## config.mk

```make
export PLATFORM = sky130hd
export DESIGN_NAME = vga_timing_gen
export DESIGN_NICKNAME = d
export VERILOG_FILES = /design/src/rtl/vga_timing_gen.sv
export SDC_FILE = /design/constraint.sdc
export NUM_CORES = 1
export LEC_CHECK = 0
export CAP_MARGIN = 20
export CELL_PAD_IN_SITES_DETAIL_PLACEMENT = 1
export CELL_PAD_IN_SITES_GLOBAL_PLACEMENT = 2
export CORE_UTILIZATION = 41
export DETAILED_ROUTE_END_ITERATION = 7
export DONT_BUFFER_PORTS = 1
export PLACE_DENSITY = 0.87
export SYNTH_ARGS = -nofsm -noshare
export SYNTH_HDL_FRONTEND = slang
export SYNTH_SLANG_ARGS = --single-unit
```

## constraint.sdc

```tcl
create_clock -name vga_clk -period 3.52 [get_ports vga_clk]
set_clock_uncertainty 0.1 [all_clocks]
set_input_delay 0.704 -clock vga_clk [delete_from_list [all_inputs] [get_ports vga_clk]]
set_output_delay 0.704 -clock vga_clk [all_outputs]
set_load 0.03 [all_outputs]
```

## src/rtl/vga_timing_gen.sv

```systemverilog
// vga_timing_gen
//    Raster timing source for the sprite/background renderers. It produces
//    the pixel coordinates, the active-video qualifier, the sync pulses and
//    the line/frame markers used by the game logic.
//
// Ports
//    vga_clk      in   pixel clock
//    reset        in   asynchronous, active-high reset
//    ce           in   pixel advance enable (tie high for a 1x pixel clock)
//    DrawX        out  [9:0] horizontal position, 0..H_TOTAL-1
//    DrawY        out  [9:0] vertical position, 0..V_TOTAL-1
//    blank        out  1 = active video; renderers drive colour only when 1
//    hs           out  horizontal sync, active-low
//    vs           out  vertical sync, active-low
//    sync         out  composite sync, tied to 0
//    line_start   out  one enabled-cycle pulse when DrawX has wrapped to 0
//    frame_start  out  one enabled-cycle pulse when (DrawX,DrawY) wrapped to (0,0)
//
// hs/vs/blank are registered and derived from the next counter values, so
// they line up with DrawX/DrawY on the same cycle. The encoder adds the one
// cycle of delay that matches the renderers' registered colour.

module vga_timing_gen #(
   parameter int H_VISIBLE = 640,
   parameter int H_FRONT   = 16,
   parameter int H_SYNC    = 96,
   parameter int H_BACK    = 48,
   parameter int V_VISIBLE = 480,
   parameter int V_FRONT   = 10,
   parameter int V_SYNC    = 2,
   parameter int V_BACK    = 33
) (
   input  logic       vga_clk,
   input  logic       reset,
   input  logic       ce,
   output logic [9:0] DrawX,
   output logic [9:0] DrawY,
   output logic       blank,
   output logic       hs,
   output logic       vs,
   output logic       sync,
   output logic       line_start,
   output logic       frame_start
);

   localparam int H_TOTAL = H_VISIBLE + H_FRONT + H_SYNC + H_BACK;
   localparam int V_TOTAL = V_VISIBLE + V_FRONT + V_SYNC + V_BACK;

   // Both totals must fit the 10-bit counters.
   if (H_TOTAL > 1024) begin : g_h_total_too_big
      $error("vga_timing_gen: H_TOTAL exceeds 1024");
   end
   if (V_TOTAL > 1024) begin : g_v_total_too_big
      $error("vga_timing_gen: V_TOTAL exceeds 1024");
   end

   localparam logic [9:0] H_LAST = 10'(H_TOTAL - 1);
   localparam logic [9:0] V_LAST = 10'(V_TOTAL - 1);

   // Window bounds are 11 bits wide so an end bound of exactly 1024 still fits.
   localparam logic [10:0] H_VIS_END  = 11'(H_VISIBLE);
   localparam logic [10:0] HS_START   = 11'(H_VISIBLE + H_FRONT);
   localparam logic [10:0] HS_END     = 11'(H_VISIBLE + H_FRONT + H_SYNC);
   localparam logic [10:0] V_VIS_END  = 11'(V_VISIBLE);
   localparam logic [10:0] VS_START   = 11'(V_VISIBLE + V_FRONT);
   localparam logic [10:0] VS_END     = 11'(V_VISIBLE + V_FRONT + V_SYNC);

   logic [9:0] x_q, x_d;
   logic [9:0] y_q, y_d;
   logic       blank_q, blank_d;
   logic       hs_q, hs_d;
   logic       vs_q, vs_d;
   logic       line_start_q, line_start_d;
   logic       frame_start_q, frame_start_d;

   logic       x_wrap;
   logic       y_wrap;
   logic [10:0] x_ext;
   logic [10:0] y_ext;

   always_comb begin
      x_wrap = (x_q == H_LAST);
      y_wrap = (y_q == V_LAST);

      x_d = x_q;
      y_d = y_q;
      if (ce) begin
         if (x_wrap) begin
            x_d = 10'd0;
            y_d = y_wrap ? 10'd0 : y_q + 10'd1;
         end else begin
            x_d = x_q + 10'd1;
         end
      end

      // Decoding the next counter values keeps these aligned with DrawX/DrawY;
      // with ce low x_d/y_d equal the current values, so the outputs hold.
      x_ext   = {1'b0, x_d};
      y_ext   = {1'b0, y_d};
      blank_d = (x_ext < H_VIS_END) && (y_ext < V_VIS_END);
      hs_d    = !((x_ext >= HS_START) && (x_ext < HS_END));
      vs_d    = !((y_ext >= VS_START) && (y_ext < VS_END));

      // Pulses exist only on an enabled cycle that performs the wrap.
      line_start_d  = ce && x_wrap;
      frame_start_d = ce && x_wrap && y_wrap;
   end

   always_ff @(posedge vga_clk or posedge reset) begin
      if (reset) begin
         x_q           <= 10'd0;
         y_q           <= 10'd0;
         blank_q       <= 1'b1;
         hs_q          <= 1'b1;
         vs_q          <= 1'b1;
         line_start_q  <= 1'b0;
         frame_start_q <= 1'b0;
      end else begin
         x_q           <= x_d;
         y_q           <= y_d;
         blank_q       <= blank_d;
         hs_q          <= hs_d;
         vs_q          <= vs_d;
         line_start_q  <= line_start_d;
         frame_start_q <= frame_start_d;
      end
   end

   assign DrawX       = x_q;
   assign DrawY       = y_q;
   assign blank       = blank_q;
   assign hs          = hs_q;
   assign vs          = vs_q;
   assign sync        = 1'b0;
   assign line_start  = line_start_q;
   assign frame_start = frame_start_q;

endmodule

```

# Word-level counts from Yosys, hierarchy flattened
# Index checks and enable logic that the tools add are counted.
[totals]
regBits = 25
inputBits = 3
out_inout_bits = 26
word_cells = 29
[classes]
add_sub_neg = 2
magnitude_cmp = 6
eq_ne = 2
mux = 5
n_reduce_logical = 7
[op_table]
columns = ["cell", "n"]
rows = [
  ["$mux 10", 5],
  ["$add 10x1->10 const B", 2],
  ["$eq 10x10->1 const B", 2],
  ["$lt 10x10->1 const B", 2],
  ["$lt 10x9->1 const B", 2],
  ["$ge 10x10->1 const B", 1],
  ["$ge 10x9->1 const B", 1],
  ["$logic_and 1x1->1", 5],
  ["$logic_not 1->1", 2],
]

# Longest topological paths before layout
[depth]
ltp_word = 7
ltp_mapped = 9
ltp_nobuf = 7

# Least setup slack after synthesis
# No wires, ideal clock.
[synth_path]
kind = "input to register"
start = "input ce"
end = "register vs_q (netlist: vs)"
setup_ns = 0.099
arrival_time_ns = 2.018
required_time_ns = 3.321
setup_slack_ns = 1.303
path_stages = 7
n_path_buf = 2
path_cell_list = "buf_2 -> and3_1 -> nand3_1 -> clkbuf_1 -> or3_1 -> a211oi_2 -> nand4b_1"
[synth_between]
elab_chain_cells = 4
word_cells_on_any_way = 5
cone_classes = "order compare: 2; mux: 1; reduce/logical: 2"
[synth_rtl]
columns = ["element", "line_no", "source"]
rows = [
  ["start, declared", "35", "input logic ce,"],
  ["$mux 10 *", "87", "if (ce) begin"],
  ["$ge 10x9->1 or $lt 10x9->1 (tied branches)", "102", "vs_d = !((y_ext >= VS_START) && (y_ext < VS_END));"],
  ["$logic_and 1x1->1 *", "102", ""],
  ["$logic_not 1->1 *", "102", ""],
  ["via vs_d", "72", "logic vs_q, vs_d;"],
  ["end signal, assigned", "123", "vs_q <= vs_d;"],
  ["end, declared", "72", ""],
]
# The timed path passes the listed nets; every way through them passes the cells marked *.

# Worst setup path after layout
[layout_path]
start = "register x_q[0] (netlist: DrawX[0])"
end = "register vs_q (netlist: vs)"
[layout_between]
elab_chain_cells = 6
word_cells_on_any_way = 7
cone_classes = "order compare: 2; eq/ne: 1; mux: 2; reduce/logical: 2"
[layout_rtl]
columns = ["element", "line_no", "source"]
rows = [
  ["start, declared", "68", "logic [9:0] x_q, x_d;"],
  ["start signal, assigned", "111", "x_q <= 10'd0;"],
  ["start signal, assigned", "119", "x_q <= x_d;"],
  ["$eq 10x10->1 *", "82", "x_wrap = (x_q == H_LAST);"],
  ["$mux 10 *", "88", "if (x_wrap) begin"],
  ["$mux 10 *", "87", ""],
  ["$ge 10x9->1 or $lt 10x9->1 (tied branches)", "102", ""],
  ["$logic_and 1x1->1 *", "102", ""],
  ["$logic_not 1->1 *", "102", ""],
  ["via vs_d", "72", ""],
]
# Marked as above.

==> results_dict.tcl <==
set metrics [dict create \
    rr_startpoint "DrawX[0]$_DFF_PP0_" \
    avgRoutedWirePerCell_um 16.8 \
    ys_seq_area_share_pct 47.5 \
    worst_slew_pin_slew_ns 0.934 \
    die_y_um 58.8 \
    final_net_count 138 \
    register_to_register_path_depth 6 \
    io_pins 29 \
    endpoint_kind "flip-flop" \
    initial_core_util_pct 43.4 \
    synth.most_common_cell "sky130_fd_sc_hd__dfrtp_1" \
    synthesis.area_um2 1320 \
    layout.area.seq_um2 629 \
    placed_area_um2 1360 \
    synth_edf_count 0 \
    tritoncts "built" \
    critical_path.startpoint_type "flip-flop" \
    totalPowerFinal_mw 0.723 \
    netlist-cell-type-count 43 \
    timing.hold.ws_ns 0.347 \
    drt_pass1_iterations 4 \
    cts_sinks 25 \
    fill_count 366 \
    synthesis.area_per_instance_um2 10.1 \
    max_clock_freq_ghz 0.381 \
    worst_slew_margin_rel_pct 37.6 \
    areaGrowthSynthToFinish_pct 4.82 \
    grt_antenna_before_repair 0 \
    floorplan.rows 20 \
    worst_setup_hold_path_clk_slew_ns 0.14 \
    power.leakage_nw 0.586 \
    yosysWarnings 0 \
    dp.final_hpwl_um 2170 \
    worst-endpoint-arrival_ns 2.78 \
    cts_made_buffers 3 \
    clock_latency_ns 0.33 \
    synth_top_area_share_pct 41.6 \
    diodes 0 \
    cp_max_fo 12 \
    cts.root.buffer_cell "sky130_fd_sc_hd__clkbuf_4" \
    first_global_vias 1004 \
    hold_class "in2async" \
    detail_route.wirelength_um 2930 \
    drtIter0Drc 44 \
    cell_accounting_for_the_most_synthesized_area "sky130_fd_sc_hd__dfrtp_1" \
    synth_nets 137 \
    largest_net_degree_at_the_start_of_global_routing 26 \
    post_cts.resized_instances 0 \
    multi_input_area_um2 636 \
    post_cts_hold_buffer_count 0 \
    post_synth_most_frequent_cells "22 x sky130_fd_sc_hd__dfrtp_1, 13 x sky130_fd_sc_hd__nand2_1, 9 x sky130_fd_sc_hd__inv_1, 9 x sky130_fd_sc_hd__nand3_1, 7 x sky130_fd_sc_hd__nor2_1" \
    power.ir.vdd_worst_mv 0.376 \
    ys_async_sr_fraction_pct 100 \
    grt_setup_unrepaired "no" \
    clock_path_buffers 2 \
    regToRegEndpoint "vs$_DFF_PP1_" \
    cts-htree-levels 1 \
    slew_violations 0 \
    layout.core_utilization_pct 45.5 \
    die_width_um 58.8 \
    setup_total_negative_slack_ns 0 \
    buffer_ports.inserted 0 \
    overflow 0 \
    std_cell_core_area_um2 3050 \
    global_route_wire_length_before_repair_um 4930 \
    netlist_instances 131 \
    power.density_cell_area_nw_per_um2 521 \
    final_layout_size_suffix_gt1_share_pct 12.2 \
    via_count 1017 \
    timing.reg2reg.setup_slack_ns 0.90 \
    postSynthRegisterBits 25 \
    timing.final.crit_share_pct 74.5 \
    netlist_top_cells_area "sky130_fd_sc_hd__dfrtp_1 42%, sky130_fd_sc_hd__dfstp_2 6.0%, sky130_fd_sc_hd__nand2_1 3.7%, sky130_fd_sc_hd__nand3_1 3.4%, sky130_fd_sc_hd__xnor2_1 3.3%" \
    ys_dominant_reg_cell "sky130_fd_sc_hd__dfrtp_1" \
    final_cell_area_um2 1390 \
    gp_routability_congestion 0.822 \
    report.final.setup_viol 0 \
    max_cap_viol_count 0 \
    worst-setup-path-type "reg2reg" \
    cts_setup_buffers 0 \
    vias_per_cell 5.81 \
    floorplan.die_area_um2 3460 \
    drtAntennaViolNets 0 \
    timing_hold_violations_final 0 \
    min_cycle_time_layout_ns 2.62 \
    gr-usage-all-layers_pct 19.2 \
    post_route_drc 0 \
    worst-endpoint-required_ns 3.67 \
    run_status "completed" \
]
layout make-up:
cell class              count  area share [%]
clock buffers               3            1.62
clock inverters             1           0.541
inverters                  10            2.71
multi-input cells          92            45.8
flip-flops and latches     25            45.4
well taps                  44            3.97
logic make-up (layout without fill, tap and decap cells):
| kind of cell | after synthesis | in the layout | share of synthesized area [%] |
|---|---|---|---|
| buffers and inverters | 14 | 14 | 4.44 |
| AOI/OAI and AO/OA | 16 | 16 | 9.26 |
| muxes | 3 | 3 | 2.27 |
| and+or+nand+nor | 59 | 59 | 26.8 |
| other | 1 | 1 | 0.283 |
| DFF | 25 | 25 | 47.5 |
| adders and majority gates | 3 | 3 | 2.84 |
| xor gates and xnor gates | 10 | 10 | 6.62 |
cells in the final DEF, fill, tap and decap left out, drive strengths merged, types with 5 or more instances in the layout:
cell	Yosys	routed
xnor2	5	5
nor2	7	7
nand4	5	5
inv	10	10
xor2	5	5
nand3	11	11
or3	5	5
dfrtp	22	22
nand2	13	13
o21ai	6	6
worst max-delay path: stages, from the launching register on:
cell and delay, ns:
sky130_fd_sc_hd__dfrtp_1 0.60, sky130_fd_sc_hd__ha_1 0.28, sky130_fd_sc_hd__and3_1 0.19, sky130_fd_sc_hd__nand3_1 0.33
sky130_fd_sc_hd__or3_1 0.49, sky130_fd_sc_hd__a211oi_1 0.39, sky130_fd_sc_hd__nand4b_1 0.16
metal layers:
layer	track usage, %	vias to the layer above	wire, µm
li1	-	473	-
met1	28.0	515	1460
met2	28.1	24	1320
met3	3.74	5	106
met4	7.14	0	46
met5	0	-	0
worst max path at each step:
stage | start | to | slack [ns]
final | DrawX[0]$_DFF_PP0_ | vs$_DFF_PP1_ | 0.90
after CTS | DrawX[1]$_DFF_PP0_ | vs$_DFF_PP1_ | 0.91
after floorplan | ce | vs$_DFF_PP1_ | 1.30
after detailed placement | DrawX[0]$_DFF_PP0_ | vs$_DFF_PP1_ | 0.93
after global routing | DrawX[1]$_DFF_PP0_ | vs$_DFF_PP1_ | 0.70
after global placement | DrawX[0]$_DFF_PP0_ | vs$_DFF_PP1_ | 1.05
registers in the layout (all words and copies together), names as in the netlist:
name / flops
DrawY: 10
blank: 1
hs: 1
vs: 1
frame_start: 1
DrawX: 10
line_start: 1
metrics by stage:
stage               cells  setup WS [ns]
floorplan             131           1.30
finish                175          0.896
global route          175          0.701
CTS                   175          0.905
global placement      171           1.05
detailed placement    171          0.932
report_power, final:
group | switching, mW | leakage [nW] | total (mW) | internal (mW)
registers | 0.142 | 0.301 | 0.466 | 0.324
logic | 0.0641 | 0.271 | 0.120 | 0.0556
clock network | 0.0935 | 0.0139 | 0.137 | 0.0436
total | 0.300 | 0.586 | 0.723 | 0.423
No activity file was read; power rests on OpenSTA's default activity.
